[src/rtl/fmap_wb_pkg.sv]
// Shared definitions for the feature-map writeback stage: FSM encoding and
// the default element geometry agreed with the pooling stage.
package fmap_wb_pkg;

   localparam int unsigned DEF_DW = 8;
   localparam int unsigned DEF_DN = 7;
   localparam int unsigned DEF_AW = 10;
   localparam int unsigned DEF_FD = 4;

   typedef enum logic [1:0] {
      ST_IDLE = 2'd0,
      ST_RUN  = 2'd1,
      ST_DONE = 2'd2
   } wb_state_e;

endpackage

[src/rtl/wb_fifo.sv]
// Synchronous first-word-fall-through FIFO; pop_data always shows the head
// entry while empty is low.
module wb_fifo #(
   parameter int unsigned W     = 8,
   parameter int unsigned DEPTH = 4
) (
   input  logic         clk,
   input  logic         rst,
   input  logic         push,
   input  logic [W-1:0] push_data,
   input  logic         pop,
   output logic [W-1:0] pop_data,
   output logic         full,
   output logic         empty
);

   localparam int unsigned PW = $clog2(DEPTH);

   // Pointers carry one extra wrap bit so full and empty are distinguishable.
   logic [PW:0]  wr_ptr_q, wr_ptr_d;
   logic [PW:0]  rd_ptr_q, rd_ptr_d;
   logic [W-1:0] mem_q [DEPTH];
   logic         push_en;

   always_comb begin
      empty    = (wr_ptr_q == rd_ptr_q);
      full     = (wr_ptr_q[PW] != rd_ptr_q[PW]) &&
                 (wr_ptr_q[PW-1:0] == rd_ptr_q[PW-1:0]);
      push_en  = push && !full;
      wr_ptr_d = wr_ptr_q;
      rd_ptr_d = rd_ptr_q;
      if (push_en) begin
         wr_ptr_d = wr_ptr_q + 1'b1;
      end
      if (pop && !empty) begin
         rd_ptr_d = rd_ptr_q + 1'b1;
      end
      pop_data = mem_q[rd_ptr_q[PW-1:0]];
   end

   // NOTE: sequential state uses non-blocking assignments so every flop samples pre-edge values.
   always_ff @(posedge clk) begin
      if (rst) begin
         wr_ptr_q <= '0;
         rd_ptr_q <= '0;
      end else begin
         wr_ptr_q <= wr_ptr_d;
         rd_ptr_q <= rd_ptr_d;
      end
   end

   // NOTE: storage is not reset; the pointers alone define which entries are valid.
   always_ff @(posedge clk) begin
      if (push_en) begin
         mem_q[wr_ptr_q[PW-1:0]] <= push_data;
      end
   end

endmodule

[src/rtl/fmap_wb.sv]
// Feature-map writeback: buffers pooled words from upstream and writes a
// configured run of them into one of two RAM banks, one word per granted cycle.
module fmap_wb
   import fmap_wb_pkg::*;
#(
   parameter int unsigned DW = DEF_DW,
   parameter int unsigned DN = DEF_DN,
   parameter int unsigned AW = DEF_AW,
   parameter int unsigned FD = DEF_FD
) (
   input  logic             clk,
   input  logic             rst,
   input  logic [DN*DW-1:0] m_data,
   input  logic             m_valid,
   output logic             m_ready,
   input  logic             cfg_start,
   input  logic             cfg_bank,
   input  logic [AW-1:0]    cfg_base,
   input  logic [AW-1:0]    cfg_len,
   input  logic             ram_gnt,
   output logic [1:0]       ram_we,
   output logic [AW-1:0]    ram_addr,
   output logic [DN*DW-1:0] ram_wdata,
   output logic             busy,
   output logic             done
);

   localparam int unsigned WW = DN * DW;

   wb_state_e     state_q, state_d;
   logic          bank_q, bank_d;
   logic [AW-1:0] base_q, base_d;
   logic [AW-1:0] len_q, len_d;
   logic [AW-1:0] acc_cnt_q, acc_cnt_d;
   logic [AW-1:0] wr_cnt_q, wr_cnt_d;

   logic          fifo_full, fifo_empty;
   logic          push, pop;
   logic [WW-1:0] fifo_head;

   wb_fifo #(
      .W    (WW),
      .DEPTH(FD)
   ) u_fifo (
      .clk      (clk),
      .rst      (rst),
      .push     (push),
      .push_data(m_data),
      .pop      (pop),
      .pop_data (fifo_head),
      .full     (fifo_full),
      .empty    (fifo_empty)
   );

   always_comb begin
      state_d   = state_q;
      bank_d    = bank_q;
      base_d    = base_q;
      len_d     = len_q;
      acc_cnt_d = acc_cnt_q;
      wr_cnt_d  = wr_cnt_q;

      m_ready   = (state_q == ST_RUN) && !fifo_full && (acc_cnt_q != len_q);
      push      = m_valid && m_ready;
      // A write in the same cycle as reset would land after the abort, so block it.
      pop       = (state_q == ST_RUN) && !fifo_empty && ram_gnt && !rst;
      ram_we    = pop ? {bank_q, ~bank_q} : 2'b00;
      ram_addr  = base_q + wr_cnt_q;
      ram_wdata = pop ? fifo_head : '0;
      busy      = (state_q != ST_IDLE);
      done      = (state_q == ST_DONE);

      unique case (state_q)
         ST_IDLE: begin
            if (cfg_start) begin
               bank_d    = cfg_bank;
               base_d    = cfg_base;
               len_d     = cfg_len;
               acc_cnt_d = '0;
               wr_cnt_d  = '0;
               state_d   = (cfg_len == '0) ? ST_DONE : ST_RUN;
            end
         end
         ST_RUN: begin
            if (push) begin
               acc_cnt_d = acc_cnt_q + 1'b1;
            end
            if (pop) begin
               wr_cnt_d = wr_cnt_q + 1'b1;
               if (wr_cnt_d == len_q) begin
                  state_d = ST_DONE;
               end
            end
         end
         ST_DONE: state_d = ST_IDLE;
         default: state_d = ST_IDLE;
      endcase
   end

   always_ff @(posedge clk) begin
      if (rst) begin
         state_q   <= ST_IDLE;
         bank_q    <= 1'b0;
         base_q    <= '0;
         len_q     <= '0;
         acc_cnt_q <= '0;
         wr_cnt_q  <= '0;
      end else begin
         state_q   <= state_d;
         bank_q    <= bank_d;
         base_q    <= base_d;
         len_q     <= len_d;
         acc_cnt_q <= acc_cnt_d;
         wr_cnt_q  <= wr_cnt_d;
      end
   end

endmodule

[config.mk]
export PLATFORM = sky130hd
export DESIGN_NAME = fmap_wb
export DESIGN_NICKNAME = d
export VERILOG_FILES = /design/src/rtl/fmap_wb_pkg.sv /design/src/rtl/wb_fifo.sv /design/src/rtl/fmap_wb.sv
export SDC_FILE = /design/constraint.sdc
export NUM_CORES = 1
export LEC_CHECK = 0
export CAP_MARGIN = 20
export CORE_ASPECT_RATIO = 0.75
export CORE_MARGIN = 2
export CORE_UTILIZATION = 55
export CTS_CLUSTER_SIZE = 8
export DETAILED_ROUTE_END_ITERATION = 6
export GPL_ROUTABILITY_DRIVEN = 1
export PLACE_DENSITY = 0.85
export SYNTH_ARGS = -nofsm -noshare
export SYNTH_HDL_FRONTEND = slang
export SYNTH_SLANG_ARGS = --single-unit
[constraint.sdc]
create_clock -name clk -period 3.9 [get_ports clk]
set_input_delay 0.39 -clock clk [delete_from_list [all_inputs] [get_ports clk]]
set_output_delay 0.39 -clock clk [all_outputs]
set_load 0.01 [all_outputs]
# Word level (Yosys, flattened, before mapping)
# Memories as Yosys holds them, arrays and structs flattened. A register that Yosys moved wholly into a read port is not among the register bits.
# Cells that the tools add are included.
classes:
  bitwise: 1
  muxes: 16
  n_reduce_logical: 20
  eq_ne: 11
  n_addsub: 5
ops:
  columns: ["operator", "n"]
  rows:
  - ["$mux W56", 1]
  - ["$pmux W10 S2", 2]
  - ["$mux W10", 3]
  - ["$add A10 B1 Y10 const B", 2]
  - ["$mux W2", 7]
  - ["$add A10 B10 Y10", 1]
  - ["$eq A10 B10 Y1", 1]
  - ["$logic_not A10 Y1", 1]
  - ["$ne A10 B10 Y1", 1]
  - ["$logic_and A1 B1 Y1", 9]
  - ["$reduce_and A3 Y1", 3]
  - ["$add A3 B1 Y3 const B", 2]
  - ["$ne A2 B1 Y1 const B", 3]
  - ["$pmux W2 S2", 1]
  - ["$reduce_bool A2 Y1", 2]
  - ["$eq A3 B3 Y1", 1]
  - ["$logic_not A1 Y1", 3]
  - ["$eq A2 B1 Y1 const B", 1]
  - ["$eq A2 B2 Y1", 1]
  - ["$eq A2 B2 Y1 const B", 1]
  - ["$logic_not A2 Y1", 1]
  - ["$mux W1", 2]
  - ["$ne A2 B2 Y1 const B", 1]
  - ["$reduce_and A2 Y1", 1]
  - ["other kinds (2)", 2]
totals:
  regBits: 49
  out_inout_bits: 71
  input_bits: 82
  ramBits: 224
  elab_cells: 62
  mem_count: 1
memory_table:
  columns: ["memory", "depth", "word_bits", "read_ports", "rd_clocked_by_memory_dff", "wr", "line_no", "text"]
  rows:
  - ["u_fifo.mem_q", 4, 56, 1, 1, 1, "wb_fifo.sv:22", "logic [W-1:0] mem_q [DEPTH];"]

# Depth between registers and ports, before layout
# Gate-level depths: netlist (run 1).
logic_depth:
  depth_word: 9
  mapped_depth: 8
  ltp_nobuf: 8

# Hierarchy
# Synthesis (run 1) repeated with hierarchy kept, for this count alone.
hier_totals:
  cells_unflattened: 751
  hier_area_um2: 11669.9
modules_own_cells:
  columns: ["module", "area_per_inst_um2", "n_inst", "cells_per_inst", "seq_area_each_um2"]
  rows:
  - ["wb_fifo", 8637.0, 1, 360, 6886.6]
  - ["fmap_wb", 3032.9, 1, 391, 860.8]

# Least setup slack after synthesis (run 1)
# Ideal clock, no wire load.
synth_path:
  kind: "reg2reg"
  start: "register u_fifo.wr_ptr_q[0]"
  end: "memory u_fifo.mem_q[0][0] (netlist bit), enable pin"
  synth_period_minus_slack_ns: 3.244
  t_arrival_ns: 2.824
  n_path_buf: 1
  setup_time_ns: 0.420
  path_stages_with_launch: 6
  t_required_ns: 3.480
  path_slack_ns: 0.656
  path_cell_list: "dfxtp_1 xor2_1 o31ai_1 a311oi_2 buf_2 and2_1"
synth_between:
  elab_chain_cells: 9
synth_rtl:
  columns: ["element", "line_no", "text"]
  rows:
  - ["start: declaration", "wb_fifo.sv:20", "logic [PW:0] wr_ptr_q, wr_ptr_d;"]
  - ["start signal: assignment", "wb_fifo.sv:47", "wr_ptr_q <= wr_ptr_d;"]
  - ["$eq A2 B2 Y1", "wb_fifo.sv:28", "(wr_ptr_q[PW-1:0] == rd_ptr_q[PW-1:0]);"]
  - ["$logic_and A1 B1 Y1", "wb_fifo.sv:27", "full = (wr_ptr_q[PW] != rd_ptr_q[PW]) &&"]
  - ["$logic_not A1 Y1", "wb_fifo.sv:29, fmap_wb.sv:63", null]
  - ["$logic_and A1 B1 Y1 (2 in series)", "fmap_wb.sv:63", "m_ready = (state_q == ST_RUN) && !fifo_full && (acc_cnt_q != len_q);"]
  - ["$logic_and A1 B1 Y1", "fmap_wb.sv:64", "push = m_valid && m_ready;"]
  - ["$logic_and A1 B1 Y1", "wb_fifo.sv:29", "push_en = push && !full;"]
  - ["$mux W1", "wb_fifo.sv:54", "if (push_en) begin"]
  - ["$mux W1 (not written as such)", "wb_fifo.sv:55", "mem_q[wr_ptr_q[PW-1:0]] <= push_data;"]
  - ["end: declaration", "wb_fifo.sv:22", null]
# Several ways; a longest one is shown, not always the timed one.

# Final worst setup path (run 1)
layout_path:
  start: "register wr_cnt_q[0]"
  end: "output port ram_addr[8]"
layout_between:
  elab_chain_cells: 1
layout_rtl:
  columns: ["element", "line_no", "text"]
  rows:
  - ["start: declaration", "fmap_wb.sv:35", "logic [AW-1:0] wr_cnt_q, wr_cnt_d;"]
  - ["start signal: assignment", "fmap_wb.sv:114", "wr_cnt_q <= wr_cnt_d;"]
  - ["$add A10 B10 Y10", "fmap_wb.sv:68", "ram_addr = base_q + wr_cnt_q;"]
  - ["end: declaration", "fmap_wb.sv:22", "output logic [AW-1:0] ram_addr,"]
# No other way between the ends.

==> results of run 1 <==
synthesized netlist by cell type (5+ instances only):
library cell  instances  area (um^2)
edfxtp_1            224         6730
nor2b_1              60          375
nand2_1              59          221
mux4_2               56         1260
dfxtp_1              51         1020
nor2_1               47          176
a21oi_1              40          200
xor2_1               28          245
clkbuf_1             24         90.1
xnor2_1              19          166
ha_1                 16          200
o21ai_0               9         45.0
inv_1                 7         26.3
and2_1                6         37.5
buf_2                 6         30.0
nand3_1               6         30.0
nand4_1               6         37.5
nor3_1                5         25.0
or4_1                 5         37.5
cells in the final DEF, fill, tap and decap left out, types with 2 or more instances in the layout:
cell type	Yosys	routed
edfxtp_1	224	224
clkdlybuf4s50_1	0	152
nor2b_1	60	60
nand2_1	59	59
mux4_2	56	56
dfxtp_1	51	49
nor2_1	47	47
a21oi_1	40	40
clkbuf_16	0	40
xor2_1	28	28
xnor2_1	19	19
ha_1	16	16
clkbuf_1	24	10
o21ai_0	9	9
buf_4	2	8
inv_1	7	7
nand3_1	6	6
nand4_1	6	6
nor3_1	5	5
or4_1	5	5
nor4_1	4	4
and3_1	4	4
or3_1	4	4
and2_4	0	3
a31oi_1	3	3
mux2i_1	3	3
nand2b_1	3	3
a21o_1	2	2
o211ai_1	2	2
o41ai_1	2	2
and2_2	1	2
and2_1	6	2
nand4b_1	2	2
buf_12	0	2
layout make-up:
cell class / count / area [um^2]
clock buffer: 50 / 1040
multi-input combinational: 407 / 3450
timing repair buffer: 162 / 1620
inverter: 7 / 26.3
tap: 258 / 323
sequential: 275 / 7750
clock inverter: 3 / 31.3
fill: 1316 / 6020
worst paths after layout:
kind	from	endpoint	slack [ns]	cells after the start
worst min register to register	base_q[3]	base_q[3]	0.47	2
worst max-delay path	wr_cnt_q[0]	ram_addr[8]	0.29	9
worst min-delay path	cfg_bank	bank_q	0.44	3
worst max register to register	state_q[0]	u_fifo.mem_q[0][28]	1.16	4
critical path, delay by kind of cell (launching register included):
| kind | cells | cell delay (ns) |
|---|---|---|
| compound gates | 4 | 0.91 |
| fa+ha+maj | 2 | 0.65 |
| flops | 1 | 0.38 |
| buf+inv | 1 | 0.55 |
| xor+xnor | 1 | 0.16 |
| simple gates | 1 | 0.07 |
logic make-up after synthesis:
family | after synthesis
AND/OR/NAND/NOR | 216
adder cells (fa/ha/maj) | 17
flip-flops | 275
AO/OA/AOI/OAI | 68
buffers and inverters | 44
XOR/XNOR | 47
multiplexers | 59
state kept, by name (all words and copies together), names as in the netlist, named ones only:
name             flops
bank_q               1
wr_cnt_q            10
u_fifo.mem_q       224
base_q              10
len_q               10
u_fifo.rd_ptr_q      3
acc_cnt_q           10
u_fifo.wr_ptr_q      3
state_q              2
power by group through the flow:
| stage | Clock [mW] | Combinational [mW] | Sequential (mW) |
|---|---|---|---|
| final | 2.97 | 0.321 | 3.26 |
| after global routing | 3.16 | 0.349 | 3.26 |
| after floorplan | 0 | 0.154 | 3.31 |
| after global placement | 0 | 0.312 | 3.31 |
| after CTS | 3.02 | 0.323 | 3.26 |
| after detailed placement | 0 | 0.319 | 3.31 |
layer usage:
metal  GRT usage (%)  wire length [um]  vias up
met5               0                14        -
met4            6.44               461        2
met3            5.57              1800       49
met2            34.3             10700      263
met1            29.5             10100     3286
li1                -                 -     3068
per-stage QoR:
| step | cell area (um^2) | hold WS [ns] | power (mW) | worst slack [ns] |
|---|---|---|---|---|
| 2_1_floorplan | 11400 | 0.441 | 3.46 | 0.656 |
| 3_3_place_gp | 13200 | 0.448 | 3.62 | 0.847 |
| 3_5_place_dp | 13200 | 0.463 | 3.63 | 0.814 |
| 4_1_cts | 14200 | 0.430 | 6.61 | 0.281 |
| 5_1_grt | 14200 | 0.453 | 6.77 | 0.0655 |
| 6_report | 14200 | 0.441 | 6.55 | 0.293 |
==> summary.txt, run 1 <==
Die
  – Die width: 170 um
  – DIE HEIGHT: 129 um
  – Die area: 21900 um^2
  – Initial Util: 56.2%
  – Ports: 153
  – FP Rows: 45
  – Core area: 20300 um^2

Setup path
  – WP data arrival: 3.22 ns
  – WP data required: 3.51 ns
  – Crit path max-delay cell type: clkdlybuf4s50_1
  – Startpoint types: register
  – Setup CP Type: register to output port
  – Worst Path Max Fanout: 7
  – Crit. End Element: output port
  – Slowest stage delay, CP: 0.55 ns
  – Crit path cell chain: ha_1 -> fa_1 -> a21o_1 -> a21oi_1 -> nor2b_1 -> o21a_1 -> o41ai_1 -> xnor2_1 -> clkdlybuf4s50_1

Route
  – Wire length per cell: 19.8 um
  – Final WL: 23000 um
  – Residual DRC count: 0
  – Via count: 6668
  – Vias/cell: 5.74
  – DR iter-0 viols: 625
  – Antenna Violating Nets Remaining: 0
  – Initial DRT Pass Iterations: 5

Pwr
  – Pleak: 4.72 nW
  – Sw Share: 20.0%
  – Sequential power share: 49.8%
  – Clock share of power: 45.3%
  – VDD IR max: 0.341 mV
  – Internal power: 5.24 mW
  – Logic pwr share: 4.9%
  – Power per cell area: 460 nW/um^2
  – Psw: 1.31 mW

Cells and area
  – Final non-filler cell total: 1162
  – Area growth from synthesis to layout: 25.2%
  – Diode count: 0
  – Final core utilization: 70.3%
  – Share of layout cells above drive strength 1: 13.6%
  – Nets: 992

Yosys
  – Mux cell area share after synthesis: 11.3%
  – Largest family of logic cells by synthesized area: multiplexers
  – Cells after Synth: 726
  – Compound-Gate Fraction of Synth Area: 3.65%
  – Unique masters post-synth: 48
  – Register bit count reported by yosys: 275
  – Post-synth EDFFs: 224
  – Post-synthesis sequential area ratio: 68.1%
  – XOR/XNOR Fraction of Synth Area: 3.62%
  – Synth Area in Adders: 1.93%
  – Main flop type after synthesis: edfxtp_1
  – Ys Warns: 0
  – Avg Cell Area, Syn: 15.7 um^2
  – Fraction of registers with async set/reset: 0%
  – Netlist Area Pre-Place: 11400 um^2
  – Post-Synthesis Net Count: 825
  – Post-Synth Simple-Gate Area: 9.64%

Clocking
  – Total CTS buffers: 40
  – Root buffer cell: clkbuf_16
  – Clk_lat worst skew: 0.51 ns
  – Post-CTS Hold Fix Bufs: 0
  – CTS tree: built
  – Post-CTS setup buffer count: 0
  – Clock buffer depth: 3
  – Htree depth: 2
  – Worst-path clk slew: 0.05 ns
  – Post-CTS sizing: 0
  – Clk sinks: 275

Placement
  – Cells after DPL: 1109
  – IO Port Bufs: 152
  – HPWL Detailed: 13600 um
  – Routability cong.: 0.821

Global route
  – Grt total ovfl: 0
  – Initial antenna violation count: 1
  – Largest net degree at the start of global routing: 58
  – Global-route wire length before repair: 35800 um
  – Number of global-route vias before repair: 6786
  – Tot GR Track Use: 21.4%

STA
  – Clock period minus worst slack: 3.61 ns
  – Hold Fails Final Rpt: 0
  – Clock Skew: 0.00863 ns
  – Final Max Slew Viols: 0
  – Relative slew slack: 39.8%
  – Final Cycle Share: 92.5%
  – Setup TNS: 0 ns
  – RSZ-0062 raised after global routing: false
  – Worst-Margin Slew: 0.902 ns
  – F_max: 0.277 GHz
  – Setup-failing EPs final: 0

Job
  – Max-Cap Viols: 0

Worst hold path
  – Worst Hold Class: input pin to register

Outcome
  – Status: finished clean
Power figures use the tool's default switching activity.
==> inputs of run 2 (changes only) <==
- CORE_UTILIZATION: 55 -> 37
- PLACE_DENSITY: 0.85 -> 0.62
- clock period: 3.9 -> 3.8 ns (I/O delays scaled with it)
==> run 2 against run 1 <==
Net effect: clock power is 3% higher; combinational power grew 5%; critical path depth unchanged; total power increased by 3.1%; first-iteration DRC count decreased by 50%; non-clock buffer count rose by 3; die area up 47%; register-to-register slack lost 0.17 ns; worst hold slack lost 0.032 ns.
==> summary.txt, run 2 (synthesis gave the netlist of run 1 again) <==
Die
  – Die width: 207 um
  – Initial Util: 37.7%
  – Die area: 32200 um^2
  – Ports: 153
  – FP Rows: 55
  – Core area: 30200 um^2
  – DIE HEIGHT: 156 um

Route
  – Antenna Violating Nets Remaining: 0
  – Via count: 6496
  – Vias/cell: 4.98
  – DR iter-0 viols: 315
  – Residual DRC count: 0
  – Final WL: 24100 um
  – Initial DRT Pass Iterations: 5
  – Wire length per cell: 18.5 um

Setup path
  – Crit path cell chain: ha_1 -> fa_1 -> a21o_1 -> a21oi_1 -> nor2b_1 -> o21a_1 -> o41ai_2 -> xnor2_1 -> clkdlybuf4s50_1
  – Crit. End Element: output port
  – WP data arrival: 3.17 ns
  – WP data required: 3.42 ns
  – Startpoint types: register
  – Worst Path Max Fanout: 7
  – Crit path max-delay cell type: clkdlybuf4s50_1
  – Slowest stage delay, CP: 0.55 ns
  – Setup CP Type: register to output port

STA
  – F_max: 0.282 GHz
  – Setup-failing EPs final: 0
  – RSZ-0062 raised after global routing: false
  – Clock period minus worst slack: 3.55 ns
  – Final Max Slew Viols: 0
  – Relative slew slack: 40.3%
  – Hold Fails Final Rpt: 0
  – Setup TNS: 0 ns
  – Final Cycle Share: 93.5%
  – Worst-Margin Slew: 0.895 ns
  – Clock Skew: 0.0150 ns

Cells and area
  – Final non-filler cell total: 1305
  – Most common cell after layout, fill and taps aside: edfxtp_1
  – Most frequent cells in the layout: edfxtp_1, clkdlybuf4s50_1, nor2b_1
  – Share of layout cells above drive strength 1: 14.0%
  – Diode count: 0
  – Max reg flops: 224
  – Area growth from synthesis to layout: 27.4%
  – Nets: 995

Clocking
  – Clk_lat worst skew: 0.52 ns
  – CTS tree: built
  – Worst-path clk slew: 0.05 ns
  – Htree depth: 2
  – Post-CTS setup buffer count: 0
  – Clk sinks: 275
  – Total CTS buffers: 40
  – Clock buffer depth: 3
  – Root buffer cell: clkbuf_16

Placement
  – HPWL Detailed: 15200 um
  – Routability cong.: 0.776
  – IO Port Bufs: 152
  – Cells after DPL: 1253

Global route
  – Largest net degree at the start of global routing: 78
  – Initial antenna violation count: 2
  – Global-route wire length before repair: 37400 um
  – Grt total ovfl: 0
  – Tot GR Track Use: 15.2%
  – Number of global-route vias before repair: 6724

Worst hold path
  – Worst Hold Class: input pin to register

Pwr
  – Power per cell area: 466 nW/um^2
  – VDD IR max: 0.312 mV
  – Final Power: 6.76 mW
  – Pleak: 4.75 nW

Job
  – Max-Cap Viols: 0

Outcome
  – Status: finished clean
-- run 2: changes by cell type in the layout (fill, tap and decap cells not counted), sizes merged --
cell	delta
clkbuf	-1
buf	+3
inv	-1
clkinvlp	+1
-- run 2: report_power, final --
part           switching (mW)  internal [mW]  total [mW]
Clock                    1.19           1.88        3.07
Sequential             0.0279           3.32        3.34
Combinational           0.158          0.178       0.336
-- run 2: cell type report --
type / instances / area [um^2]
fillers: 2654 / 15700
flip-flops and latches: 275 / 7750
multi-input cells: 407 / 3460
repair buffers: 165 / 1690
clock buffers: 49 / 1030
well taps: 399 / 499
clock inverters: 3 / 32.5
inverters: 7 / 26.3
-- run 2: path summary, 6_finish.rpt --
path / startpoint / end / slack [ns] / cells after the start
worst min-delay path: cfg_base[2] / base_q[2] / 0.41 / 3
worst min register to register: base_q[6] / base_q[6] / 0.46 / 2
worst max register to register: state_q[0] / u_fifo.mem_q[2][29] / 0.99 / 5
worst max-delay path: wr_cnt_q[0] / ram_addr[8] / 0.25 / 9
-- run 2: timing repair --
item                                    in CTS  in global routing
gates resized for setup                      0                  1
endpoints found under the setup margin       0                  1
hold buffers                                 0                  0
-- run 2: layer usage --
metal	up-vias	GRT usage [%]	wire (um)
met4	2	4.46	413
met3	40	4.37	1600
met1	3214	21.1	11200
li1	3077	-	-
met2	163	23.2	10900
met5	-	0	12
-- run 2: worst max-delay path, delay by kind of cell, from the launching register on --
| kind | cells | cell delay (ns) |
|---|---|---|
| AO/OA/AOI/OAI | 4 | 0.84 |
| adder cells (fa/ha/maj) | 2 | 0.66 |
| buffers and inverters | 1 | 0.55 |
| flip-flops | 1 | 0.38 |
| XOR/XNOR | 1 | 0.15 |
| AND/OR/NAND/NOR | 1 | 0.07 |
-- run 2: through the flow --
step / hold WS, ns / util, % / cell area (um^2) / setup WS (ns)
5_1_grt: 0.408 / 48.0 / 14500 / 0.0658
3_5_place_dp: 0.453 / 44.5 / 13400 / 0.711
2_1_floorplan: 0.441 / - / 11400 / 0.556
4_1_cts: 0.383 / 48.0 / 14500 / 0.144
3_3_place_gp: 0.446 / 44.5 / 13400 / 0.726
6_report: 0.410 / 48.0 / 14500 / 0.248
==> inputs of run 3 (changes only) <==
- ABC_CLOCK_PERIOD_IN_PS: default -> 3800
- CORE_UTILIZATION: 37 -> 35
- PLACE_DENSITY: 0.62 -> 0.6
==> run 3 against run 2 <==
Net effect: flip-flop and latch count unchanged; sequential power about the same; largest cell class unchanged; highest routed layer is now met4; combinational power about the same.
==> summary.txt, run 3 (synthesis gave the netlist of run 1 again) <==
Setup path
  – Worst r2r src: state_q[0]
  – WP data required: 3.42 ns
  – Setup CP Type: register to output port
  – WP data arrival: 3.25 ns
  – Startpoint types: register
  – FF-to-FF setup slack: 1.16 ns
  – Reg2Reg Capture Point: u_fifo.mem_q[3][22]
  – R2R depth: 6
  – Crit. End Element: output port
  – Worst Path Max Fanout: 7

Cells and area
  – Filler cells: 2865
  – Most frequent cells in the layout: edfxtp_1, clkdlybuf4s50_1, nor2b_1
  – Max reg flops: 224
  – Area growth from synthesis to layout: 28.4%
  – Nets: 995
  – Most common cell after layout, fill and taps aside: edfxtp_1
  – Share of layout cells above drive strength 1: 13.9%

Placement
  – HPWL Detailed: 15300 um
  – IO Port Bufs: 152
  – Pre-CTS setup slack: 0.703 ns
  – Routability cong.: 0.797

STA
  – Setup TNS: 0 ns
  – Setup ws final: 0.173 ns
  – Setup-failing EPs final: 0
  – Final Max Slew Viols: 0
  – Relative slew slack: 33.6%
  – F_max: 0.276 GHz
  – Final hold slack: 0.410 ns
  – Hold Fails Final Rpt: 0
  – Clock period minus worst slack: 3.63 ns
  – Worst-Margin Slew: 0.997 ns
  – RSZ-0062 raised after global routing: false
  – Final Cycle Share: 95.4%
  – Clock Skew: 0.0212 ns

Worst hold path
  – Worst hold stages: 3
  – Hold endpoint: base_q[1]
  – Origin of the worst min-delay path: cfg_base[1]
  – Worst Hold Class: input pin to register

Clocking
  – Post-CTS Hold Fix Bufs: 0
  – Root buffer cell: clkbuf_16
  – Clk_lat worst skew: 0.54 ns
  – Post-CTS sizing: 0
  – Clk sinks: 275
  – CTS tree: built
  – Clock buffer depth: 3
  – Post-CTS setup buffer count: 0
  – Worst-path clk slew: 0.05 ns
  – Htree depth: 2
  – Total CTS buffers: 40

Route
  – Initial DRT Pass Iterations: 4
  – Via count: 6516
  – Vias/cell: 4.83
  – Residual DRC count: 0
  – Wire length per cell: 18.5 um
  – Antenna Violating Nets Remaining: 0
  – DR iter-0 viols: 409
  – Final WL: 25000 um

Job
  – Max-Cap Viols: 0

Global route
  – Tot GR Track Use: 14.9%
  – Grt total ovfl: 0
  – Number of global-route vias before repair: 6680
  – Global-route wire length before repair: 38700 um
  – Largest net degree at the start of global routing: 57
  – Initial antenna violation count: 1

Pwr
  – Power per cell area: 470 nW/um^2
  – Pleak: 4.77 nW
  – VDD IR max: 0.337 mV

Outcome
  – Status: finished clean

Die
  – Die area: 34000 um^2
  – Ports: 153
  – Core area: 32200 um^2
  – Initial Util: 35.3%
  – FP Rows: 57
  – Die width: 212 um
  – DIE HEIGHT: 160 um
[run 3: cell types whose count changed in the layout (fill, tap and decap cells not counted), sizes merged]
cell	before	now
bufinv	0	1
clkbuf	49	48
clkinvlp	1	0
diode	0	2
[run 3: report_power, final]
part	switching [mW]	leakage, nW	internal [mW]	total [mW]
combinational	0.160	1.80	0.178	0.338
sequential	0.0286	2.44	3.32	3.35
clock	1.22	0.538	1.96	3.18
[run 3: routing by layer]
layer / vias up / share of wire, % / global-route usage, % / wire [um]
met4: 0 / 1.6 / 3.91 / 401
met3: 32 / 6.7 / 4.39 / 1680
li1: 3076 / - / - / -
met2: 165 / 46 / 23.0 / 11400
met1: 3243 / 46 / 20.7 / 11500
met5: - / 0 / 0 / 0
[run 3: critical path: stages (launching register included)]
cell,delay [ns]
dfxtp_1,0.37
ha_1,0.24
fa_1,0.40
a21o_1,0.19
a21oi_1,0.21
nor2b_1,0.08
o21a_1,0.18
o41ai_1,0.32
xnor2_1,0.17
clkdlybuf4s50_1,0.56
[run 3: through the flow]
stage          power [mW]  area, um^2  instances  utilization, %
2_1_floorplan        3.55       11400        726               -
3_3_place_gp         3.74       13500       1295            41.8
3_5_place_dp         3.74       13500       1295            41.8
4_1_cts              6.97       14600       1346            45.3
5_1_grt              7.14       14600       1347            45.3
6_report             6.87       14600       1349            45.4
[run 3: worst max path at each step]
stage                        from                 end  slack [ns]
3_5_place_dp          wr_cnt_q[0]         ram_addr[8]        0.70
6_report              wr_cnt_q[0]         ram_addr[8]        0.17
2_1_floorplan  u_fifo.wr_ptr_q[0]  u_fifo.mem_q[0][0]        0.56
4_1_cts               wr_cnt_q[0]         ram_addr[8]        0.13
5_1_grt               wr_cnt_q[0]         ram_addr[8]        0.02
3_3_place_gp          wr_cnt_q[0]         ram_addr[8]        0.72
[run 3: final cells by class]
cell class / instances / area [um^2] / share of cell area, %
well taps: 442 / 553 / 3.78
flip-flops and latches: 275 / 7750 / 53.0
clock inverters: 3 / 80.1 / 0.548
clock buffers: 48 / 1030 / 7.05
diodes: 2 / 5.00 / 0.0342
repair buffers: 165 / 1710 / 11.7
multi-input cells: 407 / 3460 / 23.6
inverters: 7 / 26.3 / 0.180
==> variant 1, RTL diff (config.mk and constraints of run 3) <==
Encoding of `wb_state_e`: now one-hot (3 bits for 3 states).
--- a/src/rtl/fmap_wb_pkg.sv
+++ b/src/rtl/fmap_wb_pkg.sv
@@ -7,10 +7,10 @@
    localparam int unsigned DEF_AW = 10;
    localparam int unsigned DEF_FD = 4;
 
-   typedef enum logic [1:0] {
-      ST_IDLE = 2'd0,
-      ST_RUN  = 2'd1,
-      ST_DONE = 2'd2
+   typedef enum logic [2:0] {
+      ST_IDLE = 3'b001,
+      ST_RUN  = 3'b010,
+      ST_DONE = 3'b100
    } wb_state_e;
 
 endpackage
Check against the original RTL: same outputs for any inputs over 4 cycles, from zero or initial values and one cycle with rst high; so few cycles prove little.
==> variant 1 against run 3 <==
  * Synthesized cell count unchanged
  * Combinational power fell by 15%
  * Global-route usage up 0.064 points
  * Synthesized area increased by 0.75%
  * Setup slack gained 91 ps
  * Register-to-register slack better by 150 ps
  * Sequential cell count grew 1
  * Cell area hardly changed
  * Routed wire length increased by 0.78%
  * Clock power shrank 2%
  * Via count grew 1.6%
  * Critical path depth did not move
  * Power is 1.9% lower
==> variant 1: results <==
group,metric,value,unit
cts,postCtsSetupRepairBufs,0,
cells_and_area,nets,993,
route,vias,6621,
cells_and_area,drive_gt1_share,14.5,%
grt,grt_antenna_before_repair,0,
cts,cts_root_buffer,"clkbuf_16",
grt,grtUsageMet3,4.11,%
route,met2_length,11600,um
synthesis,synth.distinct_cells,58,
setup_path,path_max_fanout,9,
cts,cts_max_level,2,
setup_path,r2r_slack,1310,ps
outcome,status,"finished clean",
cts,cts_buffers,40,
sta,worst_pin_slew,978,ps
power_and_ir_drop,leakagePower,4.76,nW
grt,first_global_vias,6920,
synthesis,yosys-top-cells-count,"edfxtp_1 (224), nor2b_1 (58), mux4_2 (56), nand2_1 (56), dfxtp_1 (52)",
grt,grt.total_usage,15.0,%
place,dpl_cell_area,0.0135,sq mm
cts,clkLatencyLatePin,510,ps
grt,use_met1,20.5,%
setup_path,crit_path_max_incr_delay,560,ps
power_and_ir_drop,ir_worst_vdd,275,uV
route,route.met3.wl,1660,um
cells_and_area,n_antenna_cell,0,
setup_path,crit_arrival,3160,ps
power_and_ir_drop,intPower,5.38,mW
hold_path,hold_class,"primary input to register",
synthesis,seq_area_frac_synth,67.7,%
cells_and_area,largest_reg_flops,224,
place,place.detailed.hpwl,15200,um
place,place_inst,1294,
sta,fin_crit_sh,93.0,%
synthesis,synth_edf_count,224,
sta,holdWs,417,ps
grt,grt_pass1_wl,39300,um
route,first_iter_violations,444,
grt,grtUsageMet2,23.7,%
route,m1WireLength,11500,um
place,routabilityCongestion,0.738,
sta,skew,12.0,ps
route,wl,25200,um
synthesis,synth_area_leaders,"edfxtp_1 (59%), mux4_2 (11%), dfxtp_1 (9.1%), nor2b_1 (3.2%), nand2_1 (1.8%)",
setup_path,cp_top_family,"compound AO/OA/AOI/OAI gates",
route,top_layer_used,"met4",
route,drt-vias-per-instance,4.90,
place,place_ws,655,ps
==> variant 1: cell count changes after synthesis, sizes merged, moves of 4 or more <==
| cell | run 3 | this run |
|---|---|---|
| nor2 | 47 | 29 |
| clkbuf | 26 | 14 |
| buf | 11 | 22 |
| o21ai | 9 | 20 |
| a21oi | 40 | 34 |
| nor3 | 5 | 10 |
| or3 | 4 | 9 |
| xor2 | 28 | 23 |
| a21boi | 0 | 4 |
| nand3 | 6 | 10 |
| nand4 | 6 | 10 |
| nor3b | 0 | 4 |
==> variant 1: power by group through the flow <==
stage	combinational [mW]	sequential [mW]	clock, mW
floorplan	0.125	3.37	0
CTS	0.290	3.32	3.23
global placement	0.286	3.38	0
global route	0.316	3.32	3.35
detailed placement	0.289	3.38	0
finish	0.288	3.32	3.13
==> variant 1: logic make-up after synthesis <==
logic type / count (synthesis) / share of synthesized area [%]
AOI/OAI and AO/OA: 79 / 4.17
xor gates and xnor gates: 39 / 3.04
adders and majority gates: 17 / 1.92
buffers and inverters: 44 / 1.73
DFF: 276 / 67.7
muxes: 58 / 11.2
and+or+nand+nor: 213 / 10.2
==> variant 1: final cells by class <==
class	instances	area [sq um]
timing repair buffer	162	1630
clock inverter	3	22.5
clock buffer	53	1070
tap	442	553
sequential	276	7780
inverter	8	30.0
multi-input combinational	406	3520
fill	2875	17700
==> variant 1: path summary, 6_finish.rpt <==
kind | from | end | cells past startpoint
worst min register to register | base_q[0] | base_q[0] | 2
worst max-delay path | wr_cnt_q[0] | ram_addr[8] | 9
worst max register to register | u_fifo.wr_ptr_q[1] | u_fifo.mem_q[1][14] | 5
worst min-delay path | cfg_base[1] | base_q[1] | 3
==> variant 2, RTL diff (config.mk and constraints of run 3) <==
Made on the original files. Change the package constant `DEF_DN` from 7 to 14.
--- a/src/rtl/fmap_wb_pkg.sv
+++ b/src/rtl/fmap_wb_pkg.sv
@@ -3,7 +3,7 @@
 package fmap_wb_pkg;
 
    localparam int unsigned DEF_DW = 8;
-   localparam int unsigned DEF_DN = 7;
+   localparam int unsigned DEF_DN = 14;
    localparam int unsigned DEF_AW = 10;
    localparam int unsigned DEF_FD = 4;
 
Ports: changed (resized m_data and ram_wdata); port bits go from 153 to 265. No check against the original RTL was run, so the function may have changed too.
==> variant 2 against run 3 <==
  * Clock skew grew 8.9 ps
  * Largest cell class unchanged
  * Non-clock buffer count grew 125
  * Sequential cell count grew 224
  * Synthesized area grew 73%
  * Setup slack gained 53 ps
  * Cell area grew 75%
  * Routed wire length grew 75%
  * Largest power group unchanged
  * Sequential share of layout area grew 3.7 points
  * Highest routed layer is now met5
  * Power grew 82%
==> variant 2: results <==
group,metric,value,unit
outcome,status,"finished clean",
cells_and_area,largest_reg_flops,448,
cells_and_area,multi_input_area_share,19.9,%
power_and_ir_drop,leakagePower,8.18,nW
setup_path,path_max_fanout,6,
setup_path,ff2ff_path_depth,5,
power_and_ir_drop,ir_worst_vdd,404,uV
cells_and_area,num-clock-buffers,91,
route,top_layer_used,"met5",
grt,grt_max_degree,81,
cells_and_area,fillCellCount,4740,
route,firstDrtPassIters,5,
cells_and_area,seq-cell-share,56.7,%
cts,clkLatencyLatePin,630,ps
synthesis,synth.distinct_cells,49,
cells_and_area,inv_count,2,
synthesis,synth_area_leaders,"edfxtp_1 (68%), mux4_2 (13%), dfxtp_1 (5.2%), and2_1 (3.9%), xnor2_1 (1.4%)",
power_and_ir_drop,p_sw_share,20.9,%
synthesis,synth_cells,1070,
cells_and_area,areaGrowthSynthToFinish,29.4,%
grt,grt_pass1_wl,67000,um
synthesis,synth_edf_count,448,
setup_path,crit_arrival,3190,ps
place,place.detailed.hpwl,26400,um
grt,grt_antenna_before_repair,6,
cells_and_area,clkCellAreaFrac,8.16,%
route,route.met3.wl,3360,um
cts,cts_max_level,3,
cells_and_area,layout.comb_gates.multi_input,515,
[variant 2: cell count changes after synthesis, moves of 6 or more]
cell      change
mux4_2       +56
nor2b_1      -57
clkbuf_1     +19
xnor2_1      +13
nor2_1        -9
xor2_1       -11
buf_1         +6
edfxtp_1    +224
and2_1      +116
[variant 2: cells by family (layout without fill, tap and decap cells)]
logic type                 count (synthesis)  after routing  share of synthesized area, %
buffers and inverters                     56            390                          1.11
xor gates and xnor gates                  49             49                          2.17
DFF                                      499            499                          73.3
adders and majority gates                 17             17                          1.12
other                                      0              3                             0
and+or+nand+nor                          276            276                          7.66
muxes                                    112            112                          12.8
AOI/OAI and AO/OA                         61             61                          1.81
[variant 2: repair_timing]
| action | in CTS | in global routing |
|---|---|---|
| gates resized for setup | 0 | 2 |
| setup endpoints to repair | 0 | 1 |
| hold buffers | 0 | 0 |
